--- config.mk ---
export PLATFORM = sky130hd
export DESIGN_NAME = nibble_serial_adder_ctrl_flat
export DESIGN_NICKNAME = d
export VERILOG_FILES = /design/src/rtl/nibble_serial_adder_ctrl_if.sv /design/src/rtl/nibble_serial_adder_ctrl.sv /design/src/flat_wrapper.sv
export SDC_FILE = /design/constraint.sdc
export NUM_CORES = 1
export LEC_CHECK = 0
export ABC_AREA = 1
export CAP_MARGIN = 20
export CORE_MARGIN = 8
export CORE_UTILIZATION = 51
export CTS_BUF_LIST = sky130_fd_sc_hd__clkbuf_4
export CTS_CLUSTER_DIAMETER = 60
export DETAILED_ROUTE_END_ITERATION = 10
export PLACE_DENSITY = 0.87
export SETUP_SLACK_MARGIN = 0.2
export SYNTH_ARGS = -nofsm -noshare
export SYNTH_HDL_FRONTEND = slang
export SYNTH_SLANG_ARGS = --single-unit
--- constraint.sdc ---
create_clock -name clk -period 3 [get_ports clk]
set_input_delay 0.3 -clock clk [delete_from_list [all_inputs] [get_ports clk]]
set_output_delay 0.3 -clock clk [all_outputs]
set_load 0.02 [all_outputs]
--- src/rtl/nibble_serial_adder_ctrl_if.sv ---
// Operand/result handshake bundle for nibble_serial_adder_ctrl.
// The sub field exists only when NSAC_SUB_EN is defined.
interface nibble_serial_adder_ctrl_if #(
    parameter int WIDTH = 16
);
    logic             in_valid;
    logic             in_ready;
    logic [WIDTH-1:0] a;
    logic [WIDTH-1:0] b;
    logic             cin;
`ifdef NSAC_SUB_EN
    logic             sub;
`endif
    logic             out_valid;
    logic             out_ready;
    logic [WIDTH-1:0] sum;
    logic             cout;

    modport master (
`ifdef NSAC_SUB_EN
        output sub,
`endif
        output in_valid, a, b, cin, out_ready,
        input  in_ready, out_valid, sum, cout
    );

    modport slave (
`ifdef NSAC_SUB_EN
        input  sub,
`endif
        input  in_valid, a, b, cin, out_ready,
        output in_ready, out_valid, sum, cout
    );
endinterface

--- src/rtl/nibble_serial_adder_ctrl.sv ---
// Wide adder sequenced through one 4-bit ripple slice, one nibble per clock, LSB first.
// Optional feature: define NSAC_SUB_EN to add the sub port (a - b).
module nibble_serial_adder_ctrl #(
    parameter int WIDTH = 16
) (
    input  logic                          clk,
    input  logic                          rst_n,
    nibble_serial_adder_ctrl_if.slave     bus
);
    localparam int NSLICE = WIDTH / 4;
    localparam int CNT_W  = (NSLICE > 1) ? $clog2(NSLICE) : 1;
    localparam logic [CNT_W-1:0] LAST_CNT = CNT_W'(NSLICE - 1);

    typedef enum logic [1:0] {
        IDLE = 2'b00,
        RUN  = 2'b01,
        DONE = 2'b10
    } state_t;

    state_t             state_r;
    state_t             state_s;
    logic [WIDTH-1:0]   a_r;
    logic [WIDTH-1:0]   b_r;
    logic [WIDTH-1:0]   sum_r;
    logic               c_r;
    logic               cout_r;
    logic [CNT_W-1:0]   cnt_r;
    logic               accept_s;
    logic [4:0]         slice_s;
    logic [WIDTH-1:0]   b_in_s;
    logic               c_in_s;

    function automatic logic [4:0] slice_add(input logic [3:0] x, input logic [3:0] y,
                                             input logic ci);
        return {1'b0, x} + {1'b0, y} + {4'b0000, ci};
    endfunction

    assign bus.in_ready  = (state_r == IDLE) && rst_n;
    assign bus.out_valid = (state_r == DONE);
    assign bus.sum       = sum_r;
    assign bus.cout      = cout_r;
    assign accept_s      = bus.in_valid && bus.in_ready;
    assign slice_s       = slice_add(a_r[{cnt_r, 2'b00} +: 4], b_r[{cnt_r, 2'b00} +: 4], c_r);

    // Operand conditioning at accept: subtract is a + ~b + 1.
    always_comb begin
        b_in_s = bus.b;
        c_in_s = bus.cin;
`ifdef NSAC_SUB_EN
        if (bus.sub) begin
            b_in_s = ~bus.b;
            c_in_s = 1'b1;
        end else begin
            b_in_s = bus.b;
            c_in_s = bus.cin;
        end
`endif
    end

    // State register.
    always_ff @(posedge clk) begin
        if (!rst_n) begin
            state_r <= IDLE;
        end else begin
            state_r <= state_s;
        end
    end

    // Next-state logic.
    always_comb begin
        state_s = state_r;
        case (state_r)
            IDLE: begin
                if (accept_s) begin
                    state_s = RUN;
                end else begin
                    state_s = IDLE;
                end
            end
            RUN: begin
                if (cnt_r == LAST_CNT) begin
                    state_s = DONE;
                end else begin
                    state_s = RUN;
                end
            end
            DONE: begin
                if (bus.out_ready) begin
                    state_s = IDLE;
                end else begin
                    state_s = DONE;
                end
            end
            default: state_s = IDLE;
        endcase
    end

    // Operand latch, slice accumulation and carry chaining.
    always_ff @(posedge clk) begin
        if (!rst_n) begin
            a_r    <= '0;
            b_r    <= '0;
            sum_r  <= '0;
            c_r    <= 1'b0;
            cout_r <= 1'b0;
            cnt_r  <= '0;
        end else begin
            case (state_r)
                IDLE: begin
                    if (accept_s) begin
                        a_r   <= bus.a;
                        b_r   <= b_in_s;
                        c_r   <= c_in_s;
                        sum_r <= '0;
                        cnt_r <= '0;
                    end
                end
                RUN: begin
                    sum_r[{cnt_r, 2'b00} +: 4] <= slice_s[3:0];
                    c_r   <= slice_s[4];
                    cnt_r <= cnt_r + CNT_W'(1);
                    if (cnt_r == LAST_CNT) begin
                        cout_r <= slice_s[4];
                    end
                end
                DONE: begin
                    sum_r  <= sum_r;
                    cout_r <= cout_r;
                end
                default: begin
                    cnt_r <= '0;
                end
            endcase
        end
    end
endmodule

--- src/flat_wrapper.sv ---
// flat-port wrapper written by rule: the top's interface ports become plain ports
module nibble_serial_adder_ctrl_flat 
#(
    parameter int WIDTH = 16
)
  (clk, rst_n, bus_in_valid, bus_a, bus_b, bus_cin, bus_out_ready, bus_in_ready, bus_out_valid, bus_sum, bus_cout);
  nibble_serial_adder_ctrl_if #(.WIDTH(WIDTH)) bus_i ();
  input  logic clk;
  input  logic rst_n;
  input wire logic [$bits(bus_i.in_valid)-1:0] bus_in_valid;
  input wire logic [$bits(bus_i.a)-1:0] bus_a;
  input wire logic [$bits(bus_i.b)-1:0] bus_b;
  input wire logic [$bits(bus_i.cin)-1:0] bus_cin;
  input wire logic [$bits(bus_i.out_ready)-1:0] bus_out_ready;
  output wire logic [$bits(bus_i.in_ready)-1:0] bus_in_ready;
  output wire logic [$bits(bus_i.out_valid)-1:0] bus_out_valid;
  output wire logic [$bits(bus_i.sum)-1:0] bus_sum;
  output wire logic [$bits(bus_i.cout)-1:0] bus_cout;
  assign bus_i.in_valid = bus_in_valid;
  assign bus_i.a = bus_a;
  assign bus_i.b = bus_b;
  assign bus_i.cin = bus_cin;
  assign bus_i.out_ready = bus_out_ready;
  assign bus_in_ready = bus_i.in_ready;
  assign bus_out_valid = bus_i.out_valid;
  assign bus_sum = bus_i.sum;
  assign bus_cout = bus_i.cout;
  nibble_serial_adder_ctrl #(.WIDTH(WIDTH)) u_core (.clk(clk), .rst_n(rst_n), .bus(bus_i));
endmodule
# Word level (Yosys, flattened, before mapping)
# Cells that the tools add are included.
classes:
  n_eq_ne: 4
  n_lt_le_gt_ge: 0
  bitwise: 1
  add_sub_neg: 4
  n_div: 0
  reduce_logical: 8
  shift: 4
  mul: 0
  muxes: 11
ops:
  columns: ["op", "count"]
  rows:
  - ["$pmux W16 S2", 1]
  - ["$shiftx A16 B5 Y4", 2]
  - ["$bwmux W16", 1]
  - ["$mux W16", 1]
  - ["$shift A4 B6 Y16 const A", 1]
  - ["$shiftx A4 B6 Y16", 1]
  - ["$pmux W2 S3", 2]
  - ["$reduce_and A2 Y1", 4]
  - ["$mux W2", 3]
  - ["$neg A4 Y6", 1]
  - ["$add A4 B4 Y5", 1]
  - ["$add A5 B1 Y5", 1]
  - ["$eq A2 B2 Y1 const B", 2]
  - ["$add A2 B1 Y2 const B", 1]
  - ["$eq A2 B1 Y1 const B", 1]
  - ["$logic_and A1 B1 Y1", 2]
  - ["$logic_not A2 Y1", 1]
  - ["$mux W1", 2]
  - ["$ne A2 B1 Y1 const B", 1]
  - ["$pmux W1 S2", 1]
  - ["$reduce_bool A2 Y1", 1]
  - ["$not A1 Y1", 1]
word_totals:
  inputBits: 37
  romBits: 0
  latch_bits: 0
  n_memories: 0
  wordCells: 39
  reg_bits: 54
  mem_bits_rw: 0

# Longest topological paths before layout
# Gate-level depths: netlist (run 1).
depth:
  depth_word: 6
  depth_mapped: 12

# Worst setup path before layout (run 1)
# Ideal clock, no wire load.
synth_timing:
  path_type: "register to register"
  start: "register u_core.cnt_r[0]"
  end: "register u_core.sum_r[5] (netlist: u_core.bus.sum[5])"
  path_buffers: 1
  setup_ps: 70
  t_arrival_ps: 2322
  path_stages_with_launch: 11
  required_time_ps: 2930
  slack_ps: 608
  path_cell_list: "dfxtp_1 > clkinv_1 > clkbuf_1 > nor2_1 > o22ai_1 > fa_1 > inv_1 > fa_1 > nor3_1 > nand2_1 > a21oi_1"
synth_via:
  elab_chain_len: 6
synth_rtl:
  columns: ["item", "line_no", "source"]
  rows:
  - ["from (decl)", "nibble_serial_adder_ctrl.sv:27", "logic [CNT_W-1:0] cnt_r;"]
  - ["from (signal assigned)", "nibble_serial_adder_ctrl.sv:121", "cnt_r <= cnt_r + CNT_W'(1);"]
  - ["$shiftx A16 B5 Y4", "nibble_serial_adder_ctrl.sv:43", "assign slice_s = slice_add(a_r[{cnt_r, 2'b00} +: 4], b_r[{cnt_r, 2'b00} +: 4], c_r);"]
  - ["$add A4 B4 Y5", "nibble_serial_adder_ctrl.sv:35", "return {1'b0, x} + {1'b0, y} + {4'b0000, ci};"]
  - ["$add A5 B1 Y5", "nibble_serial_adder_ctrl.sv:35", null]
  - ["$shiftx A4 B6 Y16", "nibble_serial_adder_ctrl.sv:119", "sum_r[{cnt_r, 2'b00} +: 4] <= slice_s[3:0];"]
  - ["$bwmux W16 (*)", "nibble_serial_adder_ctrl.sv:119", null]
  - ["$pmux W16 S2 (*)", "nibble_serial_adder_ctrl.sv:108", "case (state_r)"]
  - ["to (signal, indexed assignment)", "nibble_serial_adder_ctrl.sv:119", null]
  - ["to (signal assigned)", "nibble_serial_adder_ctrl.sv:127", "sum_r <= sum_r;"]
  - ["to (decl)", "nibble_serial_adder_ctrl.sv:24", "logic [WIDTH-1:0] sum_r;"]
# Every way passes the cells marked *; elsewhere a longest branch is shown, timed or not.
# A chain may end at the register's enable or synchronous reset.

# Worst setup path after layout (run 1)
layout_timing:
  start: "register u_core.cnt_r[1]"
  end: "register u_core.sum_r[6] (netlist: u_core.bus.sum[6])"
# The elaborated chain is that of the path after synthesis.

==> results of run 1 <==
[worst max path at each step]
stage / cells after the start / slack [ns] / end
global placement: 9 / 0.67 / u_core.bus.sum[5]
CTS: 11 / 0.51 / u_core.bus.sum[6]
floorplan: 10 / 0.61 / u_core.bus.sum[5]
finish: 11 / 0.56 / u_core.bus.sum[6]
detailed placement: 11 / 0.55 / u_core.bus.sum[14]
global route: 11 / 0.28 / u_core.bus.sum[14]
[cell usage in the layout (no fill, tap or decap), drive strengths merged]
cell type      count
fa                 2
o21ai             19
xnor2              1
nand2            108
a32oi              2
dfxtp             54
o22ai              6
ha                 7
nand4              3
or2                1
clkbuf             5
inv               19
nor3               3
nand3             11
clkdlybuf4s50     55
buf                4
nor2              21
a21oi             56
clkinv             5
[per-stage QoR]
| step | setup WS (ns) | utilization [%] | total power, mW | std cells | hold WS [ns] |
|---|---|---|---|---|---|
| 6_report | 0.5616 | 65.27 | 1.297 | 436 | 0.4649 |
| 5_1_grt | 0.2849 | 65.27 | 1.371 | 436 | 0.4339 |
| 4_1_cts | 0.5052 | 65.24 | 1.301 | 436 | 0.4552 |
| 3_5_place_dp | 0.5478 | 64.19 | 1.011 | 428 | 0.4530 |
| 3_3_place_gp | 0.6722 | 64.19 | 1.006 | 428 | 0.4494 |
| 2_1_floorplan | 0.6079 | - | 0.9190 | 331 | 0.3976 |
[synthesized netlist by cell type]
cell | count | share of area [%]
nand4_1 | 3 | 0.78
xnor2_1 | 1 | 0.36
o21ai_0 | 16 | 3.3
buf_2 | 2 | 0.42
nor3_1 | 1 | 0.21
nand3_1 | 11 | 2.3
clkbuf_1 | 10 | 1.6
nor3_2 | 2 | 0.83
o21ai_1 | 3 | 0.63
fa_1 | 2 | 1.7
nand2_1 | 108 | 17
clkinv_1 | 2 | 0.31
or2_1 | 1 | 0.26
inv_1 | 15 | 2.3
ha_1 | 7 | 3.6
nor2_4 | 1 | 0.47
a32oi_1 | 2 | 0.73
a21oi_1 | 56 | 12
buf_4 | 4 | 1.3
inv_2 | 4 | 0.63
nor2_1 | 20 | 3.1
dfxtp_1 | 54 | 45
o22ai_1 | 6 | 1.6
[flip-flops by register name, indices dropped and copies added, names as in the netlist]
name and count:
u_core.cnt_r 2, u_core.bus.sum 16, u_core.bus.cout 1, u_core.b_r 16, u_core.state_r 2, u_core.c_r 1
u_core.a_r 16
[metal layers]
layer  vias up  global-route usage [%]  wire length [um]
li1       1184                       -                 -
met1      1009                   20.30              2469
met2        69                   29.28              2831
met3        10                   4.780               335
met4         0                   5.663               106
met5         -                       0                 0
[cell type report]
class / instances / area share (%)
clock inverter: 3 / 0.3727
timing repair buffer: 59 / 19.21
sequential: 54 / 35.82
multi-input combinational: 240 / 38.51
clock buffer: 5 / 1.242
inverter: 21 / 2.609
tap: 54 / 2.236
[what timing repair did]
| item | in CTS | in global routing |
|---|---|---|
| setup endpoints to repair | 0 | 1 |
| gates resized for setup | 0 | 1 |
| setup buffers | 0 | 0 |
[kinds of logic after synthesis]
kind of cell,count (synthesis)
simple gates,147
fa+ha+maj,9
xor+xnor,1
flops,54
buf+inv,37
compound gates,83
[power groups by stage]
stage                     logic, mW  registers (mW)  clock network (mW)
final                         0.237           0.759               0.300
after CTS                     0.237           0.759               0.305
after detailed placement      0.237           0.775                   0
after floorplan               0.145           0.774                   0
after global routing          0.267           0.763               0.341
after global placement        0.231           0.774                   0
[worst max-delay path: stages, from the launching register on]
cell and delay, ns:
dfxtp_2 0.40, inv_1 0.27, o21ai_0 0.15, o22ai_1 0.21, fa_1 0.24, inv_1 0.06
fa_1 0.40, xnor2_1 0.24, nand2_1 0.08, nor2_1 0.13, nand2_1 0.06, a21oi_1 0.13
==> out/metrics.cfg, run 1 <==
[yosys]
synth_warnings = 0
synth.distinct_cells = 23
synth_top_family_by_area = simple AND/OR/NAND/NOR gates
syn_avg_cell_area_sq_um = 7.254
synthesis.nets = 377
synth-compound-area-share_pct = 17.93
synth_xor_area_share_pct = 0.3648
synth-seq-cells = 54
syn_area_sq_um = 2401
yosysSeqAreaShare_pct = 45.02
synth_fa_ha_area_share_pct = 5.315
synthCells = 331
muxShareOfSynthArea_pct = 0
synth-simple-area-share_pct = 24.86

[floorplanning]
die_h_um = 84.62
start_util_pct = 51.86
io_pins = 56
core_area_sq_um = 4629
die_width_um = 84.62
rows = 25
dieArea_sq_um = 7160

[timing]
fin_crit_sh_pct = 81.28
maxSlewViolCount = 0
worst_pin_slew_ns = 0.4842
rsz0062_at_grt = no
fin_crit_ns = 2.438
relSlewSlack_pct = 67.72
finalHoldViolCount = 0
finalClockSkew_ns = 0.01948
max_freq_ghz = 0.4101
setup_violations = 0
setup_tns_ns = 0

[route]
vias = 2272
routedWlPerCell_um = 13.17
drt-total-wl_um = 5743
drtIter0Drc = 202
via_per_inst = 5.211
drc = 0
route.antenna.remaining_nets = 0
drtPass1Iterations = 4

[power]
swShare_pct = 28.15
p_int_mw = 0.9316
p_seq_share_pct = 58.6
p_leak_nw = 1.107
power_density_nw_per_um2 = 429.1
p_sw_mw = 0.3650
ir_worst_vdd_mv = 0.2437
pwr-share-clk_pct = 23.1
comb_power_share_pct = 18.3

[clock_network]
cts.sinks = 54
cts_tree = done
cts_buffer_depth = 2
clock_latency_ns = 0.38
cts_root_buffer = clkbuf_4
cts-hold-fix-buffers = 0
htreeDepth = 2
clk_pin_slew_worst_paths_ns = 0.15
cts_buffers = 5

[setup_path]
timing_worst_setup_path_type = reg2reg
reg2reg_slack_ns = 0.56
arrival_ns = 2.75
reg2reg_to = u_core.bus.sum[6]
r2r_cells = 11
path_max_fanout = 12
critPathLaunchType = register
timing.rr.start = u_core.cnt_r[1]
startpoint = u_core.cnt_r[1]
endpoint_kind = register
required_ns = 3.31

[place]
portBuffers = 55
dpl.hpwl_um = 4404
place_area_sq_um = 2972
gp_congestion = 0.9080

[global_route]
antenna_found_initial = 0
grt_pass1_vias = 2245
grtUsageTotal_pct = 17.22
grt_max_degree = 50
grt_first_pass_wirelength_um = 10270
gr-total-overflow = 0

[final_layout]
multiInputGateArea_sq_um = 1164
fillers = 426
layout-drive-gt1-share_pct = 4.450
postLayoutCellArea_sq_um = 3022
area_delta_synth_final_pct = 25.85
antennaDiodeCount = 0
nets = 427
seq_area_sq_um = 1082

[status]
outcome = finished clean

[min_path]
worstHoldStart = bus_b[0]
min_to = u_core.b_r[0]
min_delay_path_depth = 3
worst_hold_path_type = in2reg

[job]
drv_cap = 0

Note: power is estimated with default switching activity, not from simulation.
==> inputs of run 2 (changes only) <==
Settings changed: CORE_UTILIZATION 51 to 46, PLACE_DENSITY 0.87 to 0.83.
Clock period 3 ns to 2.1 ns, I/O delays scaled along.
==> out/metrics.cfg, run 2 (synthesis gave the netlist of run 1 again) <==
[timing]
relSlewSlack_pct = 67.66  ; about the same
max_freq_ghz = 0.4776  ; +16%
worst_pin_slew_ns = 0.4850  ; +0.0008087 ns
setup_violations = 0  ; unchanged
hold_slack_ns = 0.3666  ; -0.09833 ns
rsz0062_at_grt = yes
fin_crit_sh_pct = 99.70  ; +18 points
finalHoldViolCount = 0  ; unchanged
finalClockSkew_ns = 0.005193  ; -0.01428 ns
fin_crit_ns = 2.094  ; -0.3446 ns
maxSlewViolCount = 0  ; unchanged

[clock_network]
cts_buffer_depth = 2  ; unchanged
htreeDepth = 2  ; unchanged
cts_buffers = 5  ; unchanged
cts_root_buffer = clkbuf_4
cts_tree = done
cts-hold-fix-buffers = 0  ; unchanged
clk_pin_slew_worst_paths_ns = 0.14  ; about the same
cts.sinks = 54  ; unchanged
clock_latency_ns = 0.38  ; about the same

[place]
portBuffers = 55  ; unchanged
dpl.hpwl_um = 4547  ; +3.3%
dp_cells = 453  ; +5.8%
gp_congestion = 0.9121  ; +0.45%
place_area_sq_um = 3087  ; +3.9%

[final_layout]
postLayoutCellArea_sq_um = 3352  ; +11%
final_cell_mix = nand2_1 (106), a21oi_1 (55), clkdlybuf4s50_1 (53)
layout-drive-gt1-share_pct = 17.29  ; +13 points
area_delta_synth_final_pct = 39.60
fillers = 448  ; +5.2%
post-route-util_pct = 66.05  ; +0.78 points
final_cells = 469  ; +7.6%
nets = 444  ; +4.0%
antennaDiodeCount = 0  ; unchanged
mostFrequentLayoutCell = nand2_1

[floorplanning]
start_util_pct = 47.31  ; -4.6 points
core_area_sq_um = 5075  ; +9.6%
dieArea_sq_um = 7787  ; +8.8%
die_h_um = 88.25  ; +4.3%
io_pins = 56  ; unchanged
rows = 26  ; +4.0%
die_width_um = 88.25  ; +4.3%

[setup_path]
arrival_ns = 2.41  ; -0.34 ns
timing.rr.start = u_core.cnt_r[0]
path_max_fanout = 9  ; -3
critPathLaunchType = register
timing_worst_setup_path_type = reg2reg
r2r_cells = 9  ; -2
crit_end = u_core.bus.sum[5]
startpoint = u_core.cnt_r[0]
reg2reg_to = u_core.bus.sum[5]
reg2reg_slack_ns = 0.006  ; -0.56 ns
endpoint_kind = register
required_ns = 2.41  ; -0.90 ns

[power]
p_seq_share_pct = 51.9  ; -6.7 points
power_density_nw_per_um2 = 625.5  ; +46%
pwr-share-clk_pct = 28.0  ; +4.9 points
swShare_pct = 26.69  ; -1.5 points
p_leak_nw = 1.252  ; +13%
p_int_mw = 1.537  ; +65%
ir_worst_vdd_mv = 0.3525  ; +45%
comb_power_share_pct = 20.0  ; +1.7 points
p_sw_mw = 0.5596  ; +53%

[global_route]
grt_pass1_vias = 2316  ; +3.2%
gr-total-overflow = 0  ; unchanged
grt_max_degree = 50  ; unchanged
grt_first_pass_wirelength_um = 10220  ; -0.48%
antenna_found_initial = 0  ; unchanged
grtUsageTotal_pct = 16.20  ; -1.0 points

[min_path]
worst_hold_path_type = in2reg

[route]
vias = 2375  ; +4.5%
wl_met3_um = 386  ; +15%
drt-total-wl_um = 6265  ; +9.1%
route.antenna.remaining_nets = 0  ; unchanged
routedWlPerCell_um = 13.36  ; +1.4%
drtIter0Drc = 168  ; -17%
dr_wl_met2_um = 3105  ; +9.7%
via_per_inst = 5.064  ; -2.8%
met1_length_um = 2677  ; +8.4%
drtPass1Iterations = 4  ; unchanged
drc = 0  ; unchanged
top_layer_used = met4

[job]
drv_cap = 0  ; unchanged

[status]
outcome = finished clean

==> run 2: cell types whose count changed in the layout (fill, tap and decap cells not counted), moves of 4 or more <==
cell and change:
o21ai_0 -4, nor2_2 +8, clkinv_1 -5, nor2_1 -9, buf_4 +15
==> run 2: final cells by class <==
type	instances	area [sq um]	area share, %
inverters	21	87.58	2.613
flip-flops and latches	54	1089	32.47
clock buffers	7	52.55	1.568
multi-input cells	240	1285	38.34
clock inverters	1	30.03	0.8959
well taps	70	87.58	2.613
repair buffers	76	720.7	21.50
==> run 2: routing by layer <==
layer  up-vias  GRT usage, %
met3        11         3.993
met5         -             0
met2        72         27.90
met1      1075         19.06
met4         0         5.530
li1       1217             -
==> run 2: how the worst min path moves through the flow <==
stage	startpoint	end	slack [ns]	cells after the start
final	bus_a[3]	u_core.a_r[3]	0.37	3
after global routing	bus_a[12]	u_core.a_r[12]	0.36	3
after CTS	bus_a[12]	u_core.a_r[12]	0.36	3
after detailed placement	u_core.bus.sum[10]	u_core.bus.sum[10]	0.45	2
after global placement	u_core.bus.sum[8]	u_core.bus.sum[8]	0.45	2
after floorplan	rst_n	u_core.c_r	0.31	2
==> run 2: timing repair <==
item | in CTS | in global routing
cloned | 0 | 0
buffers inserted | 5 | 3
setup endpoints to repair | 14 | 20
gates resized for setup | 22 | 14
pin swaps | 5 | 2
==> run 2: per-stage QoR <==
stage	total power, mW	TNS [ns]	worst slack (ns)
2_1_floorplan	1.329	0	0.07486
3_3_place_gp	1.466	0	0.05795
3_5_place_dp	1.477	-0.03088	-0.03088
4_1_cts	2.078	0	0.04360
5_1_grt	2.187	-0.2393	-0.04595
6_report	2.097	0	0.006243
==> run 2: power groups by stage <==
| stage | clock, mW | sequential [mW] | combinational (mW) |
|---|---|---|---|
| final | 0.588 | 1.09 | 0.420 |
| after global routing | 0.635 | 1.09 | 0.459 |
| after detailed placement | 0 | 1.11 | 0.368 |
| after floorplan | 0 | 1.11 | 0.223 |
| after CTS | 0.593 | 1.09 | 0.399 |
| after global placement | 0 | 1.11 | 0.357 |
==> run 2: critical path: stages (launching register included) <==
cell	delay (ns)
dfxtp_4	0.43
clkinv_4	0.10
o21ai_1	0.16
o22ai_2	0.09
fa_2	0.37
inv_2	0.07
fa_2	0.44
nor3_2	0.14
nand2_1	0.07
a21oi_1	0.15
